===== src/rtl/hex_display_ctrl.sv =====
// Seven-segment controller: renders a binary value in hex or decimal (double-dabble) on NUM_DIGITS active-low digits.
// Optional leading-zero blanking is enabled by defining HEX_DISP_LZB_EN.
module hex_display_ctrl #(
    parameter int unsigned NUM_DIGITS = 6,
    parameter int unsigned DATA_W     = 20
) (
    input  logic                    clk,
    input  logic                    reset,
    input  logic                    in_valid,
    output logic                    in_ready,
    input  logic [DATA_W-1:0]       in_data,
    input  logic                    in_mode,
    input  logic                    in_blank,
    output logic [7*NUM_DIGITS-1:0] hex_n,
    output logic                    overflow,
    output logic                    busy
);

    localparam int unsigned BCD_W = 4 * NUM_DIGITS;
    localparam int unsigned HEX_W = 7 * NUM_DIGITS;
    localparam int unsigned EXT_W = (DATA_W > BCD_W) ? DATA_W : BCD_W;
    localparam int unsigned CNT_W = (DATA_W > 1) ? $clog2(DATA_W) : 1;
    localparam logic [CNT_W-1:0] CNT_LAST = CNT_W'(DATA_W - 1);
    localparam logic [6:0] SEG_BLANK = 7'b1111111;
    localparam logic [6:0] SEG_DASH  = 7'b0111111;

    typedef enum logic [1:0] {
        IDLE = 2'd0,
        CONV = 2'd1,
        LOAD = 2'd2
    } state_t;

    state_t state, state_nxt;

    logic              accept_c;
    logic [DATA_W-1:0] data_q;
    logic              mode_q;
    logic              blank_q;
    logic [BCD_W-1:0]  bcd_q;
    logic              carry_q;
    logic [CNT_W-1:0]  cnt_q;

    logic [BCD_W-1:0]  bcd_adj_c;
    logic              add_carry_c;
    logic [HEX_W-1:0]  disp_c;
    logic              ovf_c;

    function automatic logic [6:0] seg7(input logic [3:0] d);
        seg7 = SEG_BLANK;
        case (d)
            4'h0: seg7 = 7'h40;
            4'h1: seg7 = 7'h79;
            4'h2: seg7 = 7'h24;
            4'h3: seg7 = 7'h30;
            4'h4: seg7 = 7'h19;
            4'h5: seg7 = 7'h12;
            4'h6: seg7 = 7'h02;
            4'h7: seg7 = 7'h78;
            4'h8: seg7 = 7'h00;
            4'h9: seg7 = 7'h10;
            4'hA: seg7 = 7'h08;
            4'hB: seg7 = 7'h03;
            4'hC: seg7 = 7'h46;
            4'hD: seg7 = 7'h21;
            4'hE: seg7 = 7'h06;
            4'hF: seg7 = 7'h0E;
            default: seg7 = SEG_BLANK;
        endcase
    endfunction

    assign accept_c = in_valid && in_ready;

    always_ff @(posedge clk) begin
        if (reset) state <= IDLE;
        else       state <= state_nxt;
    end

    always_comb begin
        state_nxt = state;
        case (state)
            IDLE: if (accept_c) state_nxt = (in_mode && !in_blank) ? CONV : LOAD;
            CONV: if (cnt_q == CNT_LAST) state_nxt = LOAD;
            LOAD: state_nxt = IDLE;
            default: state_nxt = IDLE;
        endcase
    end

    // Handshake flags are registered decodes of the upcoming state; both low in reset.
    always_ff @(posedge clk) begin
        if (reset) begin
            in_ready <= 1'b0;
            busy     <= 1'b0;
        end else begin
            in_ready <= (state_nxt == IDLE);
            busy     <= (state_nxt != IDLE);
        end
    end

    // Add 3 to every BCD digit >= 5 ahead of the shift.
    always_comb begin : bcd_adjust
        logic [4:0] sum;
        bcd_adj_c   = '0;
        add_carry_c = 1'b0;
        for (int i = 0; i < int'(NUM_DIGITS); i++) begin
            sum = {1'b0, bcd_q[4*i +: 4]};
            if (bcd_q[4*i +: 4] >= 4'd5) sum = sum + 5'd3;
            bcd_adj_c[4*i +: 4] = sum[3:0];
            add_carry_c         = add_carry_c | sum[4];
        end
    end

    always_ff @(posedge clk) begin
        if (reset) begin
            data_q  <= '0;
            mode_q  <= 1'b0;
            blank_q <= 1'b0;
            bcd_q   <= '0;
            carry_q <= 1'b0;
            cnt_q   <= '0;
        end else if (accept_c) begin
            data_q  <= in_data;
            mode_q  <= in_mode;
            blank_q <= in_blank;
            bcd_q   <= '0;
            carry_q <= 1'b0;
            cnt_q   <= '0;
        end else if (state == CONV) begin
            data_q  <= data_q << 1;
            bcd_q   <= {bcd_adj_c[BCD_W-2:0], data_q[DATA_W-1]};
            carry_q <= carry_q | add_carry_c | bcd_adj_c[BCD_W-1];
            cnt_q   <= cnt_q + CNT_W'(1);
        end
    end

    // Display image presented to the output register in LOAD.
    always_comb begin : render
        logic [EXT_W-1:0] ext;
        logic [BCD_W-1:0] src;
        logic             seen;
        ext    = EXT_W'(data_q);
        src    = mode_q ? bcd_q : ext[BCD_W-1:0];
        ovf_c  = mode_q ? carry_q : (|(ext >> BCD_W));
        disp_c = '1;
        seen   = 1'b0;
        for (int k = int'(NUM_DIGITS) - 1; k >= 0; k--) begin
            seen = seen | (src[4*k +: 4] != 4'd0) | (k == 0);
`ifdef HEX_DISP_LZB_EN
            disp_c[7*k +: 7] = seen ? seg7(src[4*k +: 4]) : SEG_BLANK;
`else
            disp_c[7*k +: 7] = seg7(src[4*k +: 4]);
`endif
        end
        if (blank_q) begin
            disp_c = '1;
            ovf_c  = 1'b0;
        end else if (ovf_c) begin
            disp_c = {NUM_DIGITS{SEG_DASH}};
        end
    end

    always_ff @(posedge clk) begin
        if (reset) begin
            hex_n    <= '1;
            overflow <= 1'b0;
        end else if (state == LOAD) begin
            hex_n    <= disp_c;
            overflow <= ovf_c;
        end
    end

endmodule

===== config.mk =====
export PLATFORM = sky130hd
export DESIGN_NAME = hex_display_ctrl
export DESIGN_NICKNAME = d
export VERILOG_FILES = /design/src/rtl/hex_display_ctrl.sv
export SDC_FILE = /design/constraint.sdc
export NUM_CORES = 1
export LEC_CHECK = 0
export ABC_AREA = 1
export BUFFER_PORTS_ARGS = -buffer_cell sky130_fd_sc_hd__buf_2
export CAP_MARGIN = 20
export CORE_UTILIZATION = 40
export DETAILED_ROUTE_END_ITERATION = 10
export PLACE_DENSITY = 0.7
export RECOVER_POWER = 25
export SYNTH_ARGS = -nofsm -noshare
export SYNTH_HDL_FRONTEND = slang
export SYNTH_SLANG_ARGS = --single-unit

===== constraint.sdc =====
create_clock -name clk -period 2.15 [get_ports clk]
set_clock_uncertainty 0.05 [all_clocks]
set_input_delay 0.1075 -clock clk [delete_from_list [all_inputs] [get_ports clk]]
set_output_delay 0.1075 -clock clk [all_outputs]
set_load 0.03 [all_outputs]

==> impl_metrics.yaml, run 1 <==
drt:
  routed_wl_um: 16210
  num_vias: 6128
  drt_iter0_markers: 428
  wire_per_inst_um: 13.89
  viasPerCell: 5.251
  drc: 0
  dr.pass1.iters: 5
  drtAntennaViolNets: 0
grt:
  grt-ovfl-total: 0
  grt_max_degree: 62
  track_usage: 0.2072
  antenna_found_initial: 0
  grt_pass1_wl_um: 26930
  grt_pass1_vias: 5618
power_and_ir_drop:
  power-per-cell-area_nw_per_um2: 686.7
  vdd_drop_max_v: 0.0004081
  p_leak_nw: 3.120
  power_mw: 4.840
clocking:
  clkSinkCount: 99
  post_cts_buffers: 0
  cts_tree: "built"
  clockBufferDepth: 2
  clk_pin_slew_ns: 0.07
  cts_made_buffers: 9
  htree_levels: 3
  root_buffer: "clkbuf_16"
  clock_latency_ns: 0.35
synth:
  synthArstFlopShare: 0
  yosysWarnings: 0
  synth_top_area_share: 0.3192
  synth.avg_cell_area_um2: 6.779
  yosys-top-cells-area: "dfxtp_1 (32%), nand2_1 (14%), ha_1 (9.9%), a21oi_1 (7.1%), nand3_1 (6.8%)"
  synth_edf_count: 0
  syn_nets: 990
  ys.flop_type: "dfxtp_1"
  synth_seq_cells: 99
  yosysUniqueCellTypes: 33
  synth_largest_area_cell: "dfxtp_1"
  synth_area_um2: 6210
  netlist_top_cells_count: "nand2_1 (235), dfxtp_1 (99), inv_1 (97), a21oi_1 (88), nand3_1 (84)"
  syn_inst: 916
  synth-seq-area-share: 0.3192
  synth.most_common_cell: "nand2_1"
floorplan:
  num_rows: 45
  initial_core_util: 0.4085
  die_w_um: 126.6
  io_pins: 70
  coreArea_um2: 15200
  die-area_um2: 16030
  die_y_um: 126.6
sta:
  rsz0062_at_grt: "no"
  fin_crit_ns: 1.911
  max-slew-margin-rel: 0.6082
  drv_slew: 0
  min_period_over_period: 0.8887
  fin_tns_setup_ns: 0
  fmax_mhz: 523.4
  setup_viol: 0
  hold_viol_final: 0
  worst_pin_slew_ns: 0.5838
placed_design:
  gp_congestion: 0.9458
  port_buffers: 69
  dp_hpwl_um: 11710
setup_path:
  end_kind: "register"
  critical_path_class: "register to register"
  crit_fanout: 31
  timing.rr.start: "mode_q$_SDFFE_PP0P_"
  r2r_slack_ns: 0.24
  required_ns: 2.34
  start_kind: "register"
  crit_path_start: "mode_q$_SDFFE_PP0P_"
  cp.arrival_ns: 2.11
layout:
  diodes: 0
  nNetsFinal: 1048
  drive_above_1_share: 0.1093
  area_growth_syn_to_layout_pct: 13.50
min_path:
  hp-start: "in_data[15]"
  hold_class: "input port to register"
run:
  max_cap_violations: 0
run_status:
  status: "finished clean"
==> worst max-delay path, stage by stage (launching register included) <==
cell	delay (ns)
dfxtp_2	0.34
buf_12	0.17
o21ai_1	0.40
inv_1	0.16
ha_1	0.25
nand2_2	0.09
o21ai_0	0.08
nand2_1	0.07
nand3_1	0.06
nand2_1	0.08
nand2_1	0.05
==> area by class of cell <==
type                    count  area, um^2
well taps                 188       235.2
clock buffers               9       225.2
fillers                  1612        8154
inverters                 104       392.9
clock inverters             7       122.6
multi-input cells         674        3626
repair buffers             86       462.9
flip-flops and latches     99        1983
==> stage by stage <==
stage / worst slack [ns] / area, um^2 / hold slack (ns) / utilization / cells
4_1_cts: 0.2489 / 7093 / 0.003426 / 0.4666 / 1167
3_3_place_gp: 0.3031 / 6705 / 0.3157 / 0.4411 / 1147
6_report: 0.2392 / 7048 / 0.007477 / 0.4636 / 1167
3_5_place_dp: 0.2624 / 6705 / 0.3212 / 0.4411 / 1147
5_1_grt: 0.07403 / 7048 / 0.02533 / 0.4636 / 1167
2_1_floorplan: 0.3909 / 6210 / 0.1962 / - / 916
==> cells by family (layout without fill, tap and decap cells) <==
logic type	after synthesis	count (layout)	share of synthesized area
DFF	99	99	0.3192
xor gates and xnor gates	6	6	0.008463
buffers and inverters	143	206	0.09692
and+or+nand+nor	400	400	0.2760
adders and majority gates	49	49	0.09873
AOI/OAI and AO/OA	219	219	0.2007
==> flip-flops by register name, summed over array words and instances, names as in the netlist <==
| name | cells |
|---|---|
| blank_q | 1 |
| data_q | 20 |
| overflow | 1 |
| busy | 1 |
| cnt_q | 5 |
| carry_q | 1 |
| mode_q | 1 |
| state | 2 |
| hex_n | 42 |
| in_ready | 1 |
| bcd_q | 24 |
==> power breakdown <==
part / switching [mW] / internal (mW)
Sequential: 0.0637 / 1.92
Clock: 0.768 / 1.15
Combinational: 0.645 / 0.299
Total: 1.48 / 3.36
==> metal layers <==
metal	GRT usage	part of all wire	vias up
met5	0	0	-
met4	0.05953	0.018	0
met3	0.03163	0.044	25
met2	0.3559	0.47	156
met1	0.2685	0.46	2797
li1	-	-	3150
==> final timing paths <==
kind                                                 to  depth (start not counted)
worst max-delay path             hex_n[19]$_SDFFE_PP1N_                         10
worst min-delay path            data_q[15]$_SDFFE_PP0P_                          3
worst max register to register   hex_n[19]$_SDFFE_PP1N_                         10
worst min register to register     carry_q$_SDFFE_PP0P_                          2
==> layout by cell type (no fill, tap or decap), types with 2 or more instances in the layout <==
master         count
a211oi_1           7
a21oi_1           88
a221oi_1           4
buf_12             2
buf_2             33
buf_4             11
bufinv_16          3
clkbuf_1          36
clkbuf_16          9
clkinvlp_4         2
dfxtp_1           98
dlygate4sd3_1      4
ha_1              49
inv_1             97
inv_2              5
inv_6              2
nand2_1          235
nand2_2           14
nand2_4            4
nand3_1           84
nand4_1            2
nor2_1            40
nor2_2             2
nor3_1            16
o211ai_1           2
o21ai_0           68
o21ai_1           16
o21ai_2           17
o221ai_1          11
o22ai_1            6
xor2_1             6
==> repair_timing <==
action / 4_1_cts / 5_1_grt
hold endpoints to repair: 4 / 0
hold buffers: 4 / 0
setup endpoints to repair: 0 / 0
gates resized for setup: 0 / 0
No activity file was read; power rests on OpenSTA's default activity.
==> run 2, diff against run 1 <==
--- a/config.mk
+++ b/config.mk
@@ -5,10 +5,10 @@
 export SDC_FILE = /design/constraint.sdc
 export NUM_CORES = 1
 export LEC_CHECK = 0
-export ABC_AREA = 1
 export BUFFER_PORTS_ARGS = -buffer_cell sky130_fd_sc_hd__buf_2
 export CAP_MARGIN = 20
 export CORE_UTILIZATION = 40
+export CTS_BUF_LIST = sky130_fd_sc_hd__clkbuf_8
 export DETAILED_ROUTE_END_ITERATION = 10
 export PLACE_DENSITY = 0.7
 export RECOVER_POWER = 25
==> run 2 against run 1 <==
Die area fell by 3.3%. Clock-buffer cell count unchanged. Maximum frequency shrank 7.5%. Sequential share of layout area decreased by 0.73 points. Routed wire length is 1.5% lower. First-iteration DRC count shrank 6.5%. Register-to-register slack got worse by 0.15 ns. Final area rose by 2.8%. Via count shrank 7.7%. Synthesized cell count down 20%. Flip-flop and latch count unchanged. Clock power down 29%. Critical endpoint is now hex_n[10]$_SDFFE_PP1N_.
==> impl_metrics.yaml, run 2 <==
clocking:
  cts_tree: "built"
  cts_made_buffers: 9
  clk_pin_slew_ns: 0.10
  root_buffer: "clkbuf_8"
  clock_latency_ns: 0.38
  clkSinkCount: 99
  htree_levels: 3
  clockBufferDepth: 2
min_path:
  hold_class: "input port to register"
layout:
  regMostFlops: "hex_n"
  seqCellArea_um2: 1986
  postLayoutCoreUtil: 0.4967
  nNetsFinal: 920
  multi_input_area_um2: 3699
  num-fill-cells: 1413
  drive_above_1_share: 0.1716
  layout_commonest_cell: "dfxtp_1"
  diodes: 0
  final_cell_mix: "dfxtp_1 (98), nand2_1 (96), nor2_1 (79), buf_4 (53), ha_1 (49)"
  area_growth_syn_to_layout_pct: 20.67
  largest_reg_flops: 42
  top_regs: "hex_n x42, bcd_q x24, data_q x20"
setup_path:
  required_ns: 2.37
  critical_path_class: "register to register"
  max_stage_delay_ns: 0.50
  crit_fanout: 13
  end_kind: "register"
  r2r_slack_ns: 0.09
  start_kind: "register"
  cp.arrival_ns: 2.29
  cp_cell_sequence: "buf_12 -> mux2_2 -> inv_1 -> ha_1 -> inv_1 -> mux4_2 -> o22a_1"
  cp_common_cell: "inv_1"
  critPathSlowestCell: "dfxtp_4"
sta:
  fmax_mhz: 484.3
  max-slew-margin-rel: 0.6556
  fin_crit_ns: 2.065
  rsz0062_at_grt: "no"
  setup_slack_ns: 0.08513
  whs_ns: 0.07921
  setup_viol: 0
  worst_pin_slew_ns: 0.5166
  drv_slew: 0
  hold_viol_final: 0
  fin_tns_setup_ns: 0
  min_period_over_period: 0.9604
synth:
  syn_inst: 731
  synth.most_common_cell: "dfxtp_1"
  synth.avg_cell_area_um2: 8.214
  yosysWarnings: 0
  yosysUniqueCellTypes: 50
  netlist_top_cells_count: "dfxtp_1 (99), nand2_1 (96), nor2_1 (79), ha_1 (49), a21oi_1 (46)"
  synthArstFlopShare: 0
  synth_top_area_share: 0.3301
  synth_area_um2: 6005
  ys.flop_type: "dfxtp_1"
  synth-seq-area-share: 0.3301
  synth_edf_count: 0
  synth_seq_cells: 99
  syn_nets: 805
  synth_largest_area_cell: "dfxtp_1"
  yosys-top-cells-area: "dfxtp_1 (33%), ha_1 (10%), nand2_1 (6.0%), nor2_1 (4.9%), a21oi_1 (3.8%)"
grt:
  grt-ovfl-total: 0
  grt_pass1_wl_um: 25740
  antenna_found_initial: 0
  track_usage: 0.2041
  grt_max_degree: 40
  grt_pass1_vias: 5109
drt:
  num_vias: 5656
  routed_wl_um: 15960
  drt_iter0_markers: 400
  drc: 0
  viasPerCell: 5.465
  dr.pass1.iters: 5
  wire_per_inst_um: 15.42
  drtAntennaViolNets: 0
floorplan:
  io_pins: 70
  coreArea_um2: 14590
  num_rows: 44
  die_w_um: 124.5
  die_y_um: 124.5
  die-area_um2: 15510
  initial_core_util: 0.4116
placed_design:
  gp_congestion: 0.8732
  place_ws_ns: -0.01429
  port_buffers: 69
  dp_hpwl_um: 11370
power_and_ir_drop:
  p_leak_nw: 2.665
  power-per-cell-area_nw_per_um2: 561.2
  vdd_drop_max_v: 0.0003720
run:
  max_cap_violations: 0
run_status:
  status: "finished clean"
[run 2: changes by cell type in the layout (fill, tap and decap cells not counted), sizes merged, moves of 42 or more]
cell,before,now
inv,105,33
a21oi,88,46
nand3,84,25
o21ai,101,26
buf,46,93
nand2,253,96
[run 2: cell families (layout without fill, tap and decap cells)]
family | after synthesis | count (layout) | synth area share
compound gates | 175 | 175 | 0.1888
simple gates | 269 | 269 | 0.2030
fa+ha+maj | 49 | 49 | 0.1021
flops | 99 | 99 | 0.3301
xor+xnor | 15 | 15 | 0.02188
mux | 48 | 48 | 0.09856
buf+inv | 76 | 196 | 0.05564
[run 2: power breakdown]
group,total (mW),internal [mW],switching [mW]
clock,1.36,0.654,0.703
combinational,0.737,0.314,0.423
sequential,1.97,1.90,0.0723
[run 2: layout make-up]
cell class	count	area share
inverters	32	0.01658
clock inverters	7	0.01295
multi-input cells	556	0.5104
clock buffers	9	0.01710
flip-flops and latches	99	0.2740
well taps	184	0.03177
repair buffers	148	0.1371
[run 2: routing by layer]
metal / GRT usage / up-vias / share of wire / wire length (um)
li1: - / 2835 / - / -
met1: 0.2998 / 2650 / 0.51 / 8174
met2: 0.2996 / 155 / 0.42 / 6685
met3: 0.04210 / 16 / 0.058 / 928
met4: 0.05528 / 0 / 0.011 / 174
met5: 0 / - / 0 / 0
[run 2: per-stage QoR]
step	std cells	instance area (um^2)	power (mW)
finish	1035	7246	4.066
global route	1035	7246	4.241
CTS	1033	7268	4.087
detailed placement	995	6828	2.716
global placement	995	6828	2.707
floorplan	731	6013	2.461
[run 2: worst paths after layout]
kind	start	end	depth (start not counted)
max	mode_q$_SDFFE_PP0P_	hex_n[10]$_SDFFE_PP1N_	7
min	in_valid	blank_q$_SDFFE_PP0P_	4
max reg2reg	mode_q$_SDFFE_PP0P_	hex_n[10]$_SDFFE_PP1N_	7
min reg2reg	hex_n[17]$_SDFFE_PP1N_	hex_n[17]$_SDFFE_PP1N_	1
[run 2: critical path, delay by kind of cell (launching register included)]
kind	cells	cell delay, ns
muxes	2	0.82
DFF	1	0.50
buffers and inverters	3	0.29
AOI/OAI and AO/OA	1	0.16
adders and majority gates	1	0.13
[run 2: timing repair]
item / CTS / global route
setup endpoints to repair: 2 / 2
setup buffers: 0 / 2
gates resized for setup: 1 / 1
hold endpoints to repair: 22 / 0
hold buffers: 22 / 0
